==> src/rtl/proc_pkg.sv <==
// Shared constants for the multi-cycle processor control unit.
package proc_pkg;

  // Opcode encodings (IR[8:6]); 1xx is reserved and executes as a NOP
  localparam logic [2:0] OPC_MV  = 3'b000;
  localparam logic [2:0] OPC_MVI = 3'b001;
  localparam logic [2:0] OPC_ADD = 3'b010;
  localparam logic [2:0] OPC_SUB = 3'b011;

  // Instruction field positions within the 9-bit IR
  localparam int unsigned Y_LSB   = 0;
  localparam int unsigned X_LSB   = 3;
  localparam int unsigned OPC_LSB = 6;

  // Sequencer steps
  typedef enum logic [1:0] {
    T0 = 2'd0,
    T1 = 2'd1,
    T2 = 2'd2,
    T3 = 2'd3
  } tstep_e;

endpackage

==> src/rtl/tstep_counter.sv <==
// 2-bit step counter: async active-low clear, synchronous clear wins over enable.
module tstep_counter (
  input  logic       clk,
  input  logic       rst_n,
  input  logic       en,
  input  logic       clr,
  output logic [1:0] count
);

  logic [1:0] count_d;
  logic [1:0] count_q;

  // Next-count selection
  always_comb begin
    count_d = count_q;
    if (clr) begin
      count_d = '0;
    end else if (en) begin
      count_d = count_q + 2'd1;
    end
  end

  // Count register
  always_ff @(posedge clk or negedge rst_n) begin
    if (!rst_n) begin
      count_q <= '0;
    end else begin
      count_q <= count_d;
    end
  end

  assign count = count_q;

endmodule

==> src/rtl/proc_control.sv <==
// Multi-cycle control unit: fetches an instruction into IR, then steps T0..T3
// driving the datapath strobes and the register-select decoder inputs.
module proc_control
  import proc_pkg::*;
#(
  parameter int unsigned DATA_W    = 16,
  parameter int unsigned OPC_W     = 3,
  parameter int unsigned REG_SEL_W = 3
) (
  input  logic                 Clock,
  input  logic                 Resetn,
  input  logic                 Run,
  input  logic [DATA_W-1:0]    DIN,
  output logic                 IRin,
  output logic [REG_SEL_W-1:0] RinSel,
  output logic                 RinEn,
  output logic [REG_SEL_W-1:0] RoutSel,
  output logic                 RoutEn,
  output logic                 DINout,
  output logic                 Ain,
  output logic                 Gin,
  output logic                 Gout,
  output logic                 AddSub,
  output logic                 Done
);

  localparam int unsigned IR_W = OPC_W + 2 * REG_SEL_W;

  logic [IR_W-1:0]      ir_d;
  logic [IR_W-1:0]      ir_q;
  logic [1:0]           cnt;
  tstep_e               tstep;
  logic                 cnt_en;
  logic                 cnt_clr;
  logic                 abort;

  logic [OPC_W-1:0]     opc;
  logic [REG_SEL_W-1:0] fld_x;
  logic [REG_SEL_W-1:0] fld_y;
  logic                 is_arith;

  logic                 irin_c;
  logic [REG_SEL_W-1:0] rinsel_c;
  logic                 rinen_c;
  logic [REG_SEL_W-1:0] routsel_c;
  logic                 routen_c;
  logic                 dinout_c;
  logic                 ain_c;
  logic                 gin_c;
  logic                 gout_c;
  logic                 addsub_c;
  logic                 done_c;

  generate
    if (DATA_W > IR_W) begin : g_din_upper
      logic din_upper_unused;
      assign din_upper_unused = ^DIN[DATA_W-1:IR_W];
    end
  endgenerate

  tstep_counter u_tstep (
    .clk   (Clock),
    .rst_n (Resetn),
    .en    (cnt_en),
    .clr   (cnt_clr),
    .count (cnt)
  );

  assign tstep    = tstep_e'(cnt);
  assign opc      = ir_q[OPC_LSB +: OPC_W];
  assign fld_x    = ir_q[X_LSB +: REG_SEL_W];
  assign fld_y    = ir_q[Y_LSB +: REG_SEL_W];
  assign is_arith = (opc == OPC_ADD) || (opc == OPC_SUB);

  // Step/opcode decode into strobes, IR next value and counter control
  always_comb begin
    ir_d      = ir_q;
    cnt_en    = 1'b0;
    abort     = 1'b0;
    irin_c    = 1'b0;
    rinsel_c  = '0;
    rinen_c   = 1'b0;
    routsel_c = '0;
    routen_c  = 1'b0;
    dinout_c  = 1'b0;
    ain_c     = 1'b0;
    gin_c     = 1'b0;
    gout_c    = 1'b0;
    addsub_c  = 1'b0;
    done_c    = 1'b0;
    case (tstep)
      T0: begin
        irin_c = Run;
        cnt_en = Run;
        if (Run) begin
          ir_d = DIN[IR_W-1:0];
        end
      end
      T1: begin
        case (opc)
          OPC_MV: begin
            routsel_c = fld_y;
            routen_c  = 1'b1;
            rinsel_c  = fld_x;
            rinen_c   = 1'b1;
            done_c    = 1'b1;
          end
          OPC_MVI: begin
            dinout_c = 1'b1;
            rinsel_c = fld_x;
            rinen_c  = 1'b1;
            done_c   = 1'b1;
          end
          OPC_ADD, OPC_SUB: begin
            routsel_c = fld_x;
            routen_c  = 1'b1;
            ain_c     = 1'b1;
            cnt_en    = 1'b1;
          end
          default: begin
            done_c = 1'b1;
          end
        endcase
      end
      T2: begin
        if (is_arith) begin
          routsel_c = fld_y;
          routen_c  = 1'b1;
          gin_c     = 1'b1;
          addsub_c  = opc[0];
          cnt_en    = 1'b1;
        end else begin
          abort = 1'b1;
        end
      end
      T3: begin
        if (is_arith) begin
          gout_c   = 1'b1;
          rinsel_c = fld_x;
          rinen_c  = 1'b1;
          done_c   = 1'b1;
        end else begin
          abort = 1'b1;
        end
      end
      default: begin
        abort = 1'b1;
      end
    endcase
    cnt_clr = done_c | abort;
  end

  // Instruction register
  always_ff @(posedge Clock or negedge Resetn) begin
    if (!Resetn) begin
      ir_q <= '0;
    end else begin
      ir_q <= ir_d;
    end
  end

  // Outputs are forced low while reset is asserted (asynchronously)
  always_comb begin
    IRin    = irin_c   & Resetn;
    RinEn   = rinen_c  & Resetn;
    RoutEn  = routen_c & Resetn;
    RinSel  = (Resetn && rinen_c)  ? rinsel_c  : '0;
    RoutSel = (Resetn && routen_c) ? routsel_c : '0;
    DINout  = dinout_c & Resetn;
    Ain     = ain_c    & Resetn;
    Gin     = gin_c    & Resetn;
    Gout    = gout_c   & Resetn;
    AddSub  = addsub_c & Resetn;
    Done    = done_c   & Resetn;
  end

endmodule
==> config.mk <==
export PLATFORM = sky130hd
export DESIGN_NAME = proc_control
export DESIGN_NICKNAME = d
export VERILOG_FILES = /design/src/rtl/proc_pkg.sv /design/src/rtl/tstep_counter.sv /design/src/rtl/proc_control.sv
export SDC_FILE = /design/constraint.sdc
export NUM_CORES = 1
export LEC_CHECK = 0
export ABC_AREA = 1
export BUFFER_PORTS_ARGS = -buffer_cell sky130_fd_sc_hd__buf_2
export CORE_MARGIN = 1.5
export CORE_UTILIZATION = 49
export CTS_CLUSTER_SIZE = 14
export DETAILED_ROUTE_END_ITERATION = 16
export GPL_TIMING_DRIVEN = 0
export PLACE_DENSITY = 0.83
export SYNTH_ARGS = -nofsm -noshare
export SYNTH_HDL_FRONTEND = slang
export SYNTH_SLANG_ARGS = --single-unit
==> constraint.sdc <==
create_clock -name Clock -period 2 [get_ports Clock]
set_input_delay 0.2 -clock Clock [delete_from_list [all_inputs] [get_ports Clock]]
set_output_delay 0.2 -clock Clock [all_outputs]
set_load 0.05 [all_outputs]
Word-level counts from Yosys, hierarchy flattened. Index checks and enable logic that the tools add are counted.

Flip-flop bits (word level): 11. Latch bits: 0. RAM bits: 0. Bits in read-only memories: 0. Input bits: 19. Output and inout port bits: 15. Logic and storage cells: 59. Memories: 0.

Add/subtract/negate cells: 1. Multipliers: 0. Divide/modulo/power cells: 0. $lt $le $gt $ge: 0. Equal/unequal tests: 6. Shift operators: 0. Multiplexer cells: 29. Bitwise logic cells: 10. Reduce and logical (&&, ||, !) cells: 11.

Operators with widths (count): one-hot mux 3 bit (2 select lines) (3); two-way mux 1 bit (15); two-way mux 3 bit (5); bitwise AND 1 bit (9); equality test 3 x 2 -> 1 bit (second input constant) (2); one-hot mux 1 bit (2 select lines) (3); OR reduction 2 bit (3); equality test 2 bit (second input constant) (2); two-way mux 2 bit (2); equality test 3 x 1 -> 1 bit (second input constant) (1); logical NOT 3 bit (1); one-hot mux 1 bit (3 select lines) (1); OR reduction 3 bit (1); adder 2 x 1 -> 2 bit (second input constant) (1); equality test 2 x 1 -> 1 bit (second input constant) (1); logical AND 1 bit (2); logical NOT 2 bit (1); AND reduction 2 bit (1); nonzero test 2 bit (1); logical OR 1 bit (1); bitwise OR 1 bit (1).

Logic depth before layout (Yosys ltp).
Depth after elaboration: 6. Mapped depth: 8. Depth with buffers taken out: 7.

Cells and area by module. Synthesis repeated with hierarchy kept, for this count alone.

Cells, all modules: 105. Area total of the unflattened synthesis: 752.0 µm².

By module, submodules not included: proc_control (instances 1, cells an instance 94, area each 665.6 µm², sequential area each 225.2 µm²); tstep_counter (instances 1, cells an instance 11, area each 86.3 µm², sequential area each 50.0 µm²).

Least setup slack after synthesis. No wires, ideal clock.

Path kind: register to output. Start: register u_tstep.count_q[1], in the netlist u_tstep.count[1]. End: output port Done. Data arrival time: 2057 ps. Data required time: 1800 ps. Slack: -257 ps. Cell stages (with the launch flop): 6. Path buffers: 1. Cell sequence: dfrtp_1 -> inv_1 -> ha_1 -> buf_2 -> inv_1 -> o31ai_1.

Longest elaborated chain between the ends: 3. Elaborated cells on any way between the ends: 4. Classes of those cells: 2 x eq/ne; 1 x mux; 1 x bitwise.

Ends and longest elaborated chain: from (decl) (RTL line tstep_counter.sv:11) `logic [1:0] count_q;`; from (signal assigned) (RTL line tstep_counter.sv:28) `count_q <= count_d;`; equality test 2 bit / equality test 2 x 1 -> 1 bit (equally long branches) (RTL line proc_control.sv:91) `case (tstep)`; one-hot mux 1 bit (2 select lines) * (RTL line proc_control.sv:91); bitwise AND 1 bit * (RTL line proc_control.sv:174) `Done = done_c & Resetn;`; to (decl) (RTL line proc_control.sv:24) `output logic Done`.

Every way passes the cells marked *; elsewhere a longest branch is shown, timed or not.

Worst setup path in the final report.
Start: register u_tstep.count_q[1], in the netlist u_tstep.count[1]. End: output port RoutSel[1].

Longest elaborated chain between the ends: 4. Elaborated cells on any way between the ends: 6. Classes of those cells: 2 x eq/ne; 3 x mux; 1 x reduce/logical.

Ends and longest elaborated chain: equality test 2 bit / equality test 2 x 1 -> 1 bit (equally long branches) (RTL line proc_control.sv:91); one-hot mux 1 bit (2 select lines) (RTL line proc_control.sv:91); logical AND 1 bit (RTL line proc_control.sv:168) `RoutSel = (Resetn && routen_c) ? routsel_c : '0;`; two-way mux 3 bit * (RTL line proc_control.sv:168); to (decl) (RTL line proc_control.sv:17) `output logic [REG_SEL_W-1:0] RoutSel,`.

Marked as above.

==> metrics.md <==
| Metric | Value |
|---|---|
| Final instance area | `1020 um2` |
| Die height | `between 40 and 50 um` |
| Worst setup SP type | `flip-flop` |
| Slowest stage delay, CP | `420 ps` |
| Die Wd | `42.2 um` |
| Internal cell power | `0.000702 W` |
| Reg clk slew, reported paths | `80 ps` |
| Top cells by area, synth | `dfrtp_1, mux2_2, nor2_1` |
| Pre-CTS setup slack | `275 ps` |
| CTS tree | `done` |
| Worst-case clock buffer depth | `2` |
| CP max-delay cell | `dfrtp_2` |
| DRC | `0` |
| Gr usage total | `about 22%` |
| Cell variety after synth | `19` |
| Ys Warns | `0` |
| Fin cells | `between 100 and 150` |
| Status | `completed` |
| Die Area | `roughly 1800 um2` |
| Pins Over Slew Limit | `0` |
| Cell Area, Synth | `approximately 750 um2` |
| Clock Latency Late Sink | `approximately 280 ps` |
| Vias in the first global route | `699` |
| Routed via count | `796` |
| Port-buffer cells | `26` |
| Least-Margin Pin Slew | `between 200 and 300 ps` |
| Seq pwr share | `a little under a third` |
| Final setup fails | `0` |
| Max FO, Critical Path | `10` |
| Net Sw Frac | `49.2%` |
| Final Skew | `~2 ps` |
| Sequential element share of the synthesized area | `36.5%` |
| Leading cell type in the layout, fill and taps excluded | `buf_2` |
| Syn_area_per_cell | `8.03 um2` |
| Crit-path leading delay family | `buffers and inverters` |
| Row cnt | `13` |
| Initial core utilization | `a little under three fifths` |
| RSZ-0062 raised after global routing | `false` |
| Routed wire length | `around 1.9 mm` |
| Most frequent cells in the layout | `buf_2, nand2_1, nor2_1` |
| Synth top area share | `36.5%` |
| IO Count | `34` |
| Leakage power of the design | `0.542 nW` |
| First-pass GRT wire length | `3.04 mm` |
| Htree depth | `1` |
| Peak Freq | `about 0.53 GHz` |
| Pwr per Cell Area | `1350 nW/um2` |
| # clock sinks | `11` |
| WS Path Type | `flip-flop to output pin` |
| Area growth syn-to-layout | `35.8%` |
| Hold crit path type | `input pin to flip-flop` |
| Wire per inst | `13.6 um` |
| Syn Nets | `~120` |
| Share of post-route cells with drive strength above 1 | `between 40% and 50%` |
| Seq cells post-synth | `11` |
| Post-DP Area | `918 um2` |
| HPWL Detailed | `1.31 mm` |
| Critical path arrival | `1700 ps` |
| Post-Syn Instances | `94` |
| Slew margin rel. | `83.1%` |
| Fin crit period | `1900 ps` |
| MaxCap Viol Count | `0` |
| Layout fillers | `between 100 and 150` |
| Dpl cells | `135` |
| Core area | `between 1000 and 1500 um2` |
| TritonCTS Buffers | `3` |
| Logic pwr share | `about 58%` |
| VDD IR max | `0.750 mV` |
| Period Utilization, post-route | `94.9%` |
| Critical path cell sequence | `inv_1, ha_1, buf_6, inv_1, nand2_1, nand3_4, nor2_2, buf_6` |
| Clk pwr share | `11.8%` |
| Antenna violations before repair | `0` |
| Clock root buffer master | `clkbuf_4` |
| Largest area contributor in the netlist | `dfrtp_1` |
| Placer congestion estimate | `around 0.8` |
| Fin. Hold Viols | `0` |
| Post-route setup TNS | `0 ps` |
| P_sw | `0.000679 W` |
| Post-route ant nets | `0` |
| Pre-Repair DR Iteration Count | `4` |
| Critical Path Sink Type | `output pin` |
| Antenna Cells | `0` |
| Largest net degree at the start of global routing | `16` |
| Setup ws final | `102 ps` |
| Gr ovfl total | `0` |
| CP Data Required Time | `1800 ps` |
| 1st-iter DRT viols | `33` |
| CP bufs+invs | `4` |
| Vias per cell | `5.65` |
| Layout net count | `150` |
| Power consumption | `0.00138 W` |
[worst paths after layout]
kind	from	endpoint	slack (ps)	cells past startpoint
max	u_tstep.count[1]$_DFFE_PN0P_	RoutSel[1]	100	8
min	DIN[2]	ir_q[2]$_DFFE_PN0P_	140	2
max reg2reg	u_tstep.count[0]$_DFFE_PN0P_	ir_q[5]$_DFFE_PN0P_	530	5
min reg2reg	ir_q[2]$_DFFE_PN0P_	ir_q[2]$_DFFE_PN0P_	540	1
max in group asynchronous	Resetn	u_tstep.count[1]$_DFFE_PN0P_	1480	2
min in group asynchronous	Resetn	u_tstep.count[0]$_DFFE_PN0P_	330	2
[cells in the mapped netlist (all sizes together)]
master / n
nor2: 18
nand2: 17
inv: 12
dfrtp: 11
nand4: 8
mux2: 6
a21oi: 4
ha: 4
nand3: 4
a21boi: 3
buf: 3
nor3: 2
o21ai: 1
o31ai: 1
[layer usage]
layer  global-route usage (%)  vias up  routed length, um
met5                        0        -                  0
met4                     3.75        0                 12
met3                     7.76        5                144
met2                     39.1       40                991
met1                     26.7      373                768
li1                         -      378                  -
[power by group through the flow]
stage / clock, W / combinational (W) / sequential (W)
final: 0.000163 / 0.000795 / 0.000423
after global routing: 0.000171 / 0.000865 / 0.000437
after CTS: 0.000164 / 0.000713 / 0.000418
after detailed placement: 0 / 0.000708 / 0.000422
after global placement: 0 / 0.000677 / 0.000415
after floorplan: 0 / 0.000572 / 0.000398
[registers in the layout, summed over array words and instances, names as in the netlist]
register and count:
ir_q 9, u_tstep.count 2
[repair_timing]
item                       in CTS  in global routing
setup buffers                   0                  1
pin swaps                       0                  1
cloned                          0                  0
gates resized for setup         3                 17
setup endpoints to repair       3                 10
hold endpoints to repair       11                  0
hold buffers                    1                  0
[cell families (layout without fill, tap and decap cells)]
logic type,count (synthesis),after routing,share of synthesized area (%)
buffers and inverters,15,47,9.62
adders and majority gates,4,4,6.63
AOI/OAI and AO/OA,9,9,7.30
muxes,6,6,8.95
DFF,11,11,36.5
and+or+nand+nor,49,49,31.0
[per-stage QoR]
step / hold WS (ps) / util [%]
after detailed placement: 121 / 67.2
after floorplan: -95.6 / -
final: 145 / 75.0
after CTS: 147 / 70.5
after global placement: 118 / 67.2
after global routing: 153 / 75.0
[cell type report]
cell class / count / area, um2 / share of cell area, %
plain buffers: 3 / 33.8 / 3.30
clock buffers: 3 / 22.5 / 2.20
clock inverters: 1 / 5.00 / 0.488
inverters: 12 / 45.0 / 4.40
multi-input cells: 68 / 449 / 43.8
flip-flops and latches: 11 / 277 / 27.0
well taps: 15 / 18.8 / 1.83
repair buffers: 28 / 174 / 17.0
Note: power is estimated with default switching activity, not from simulation.
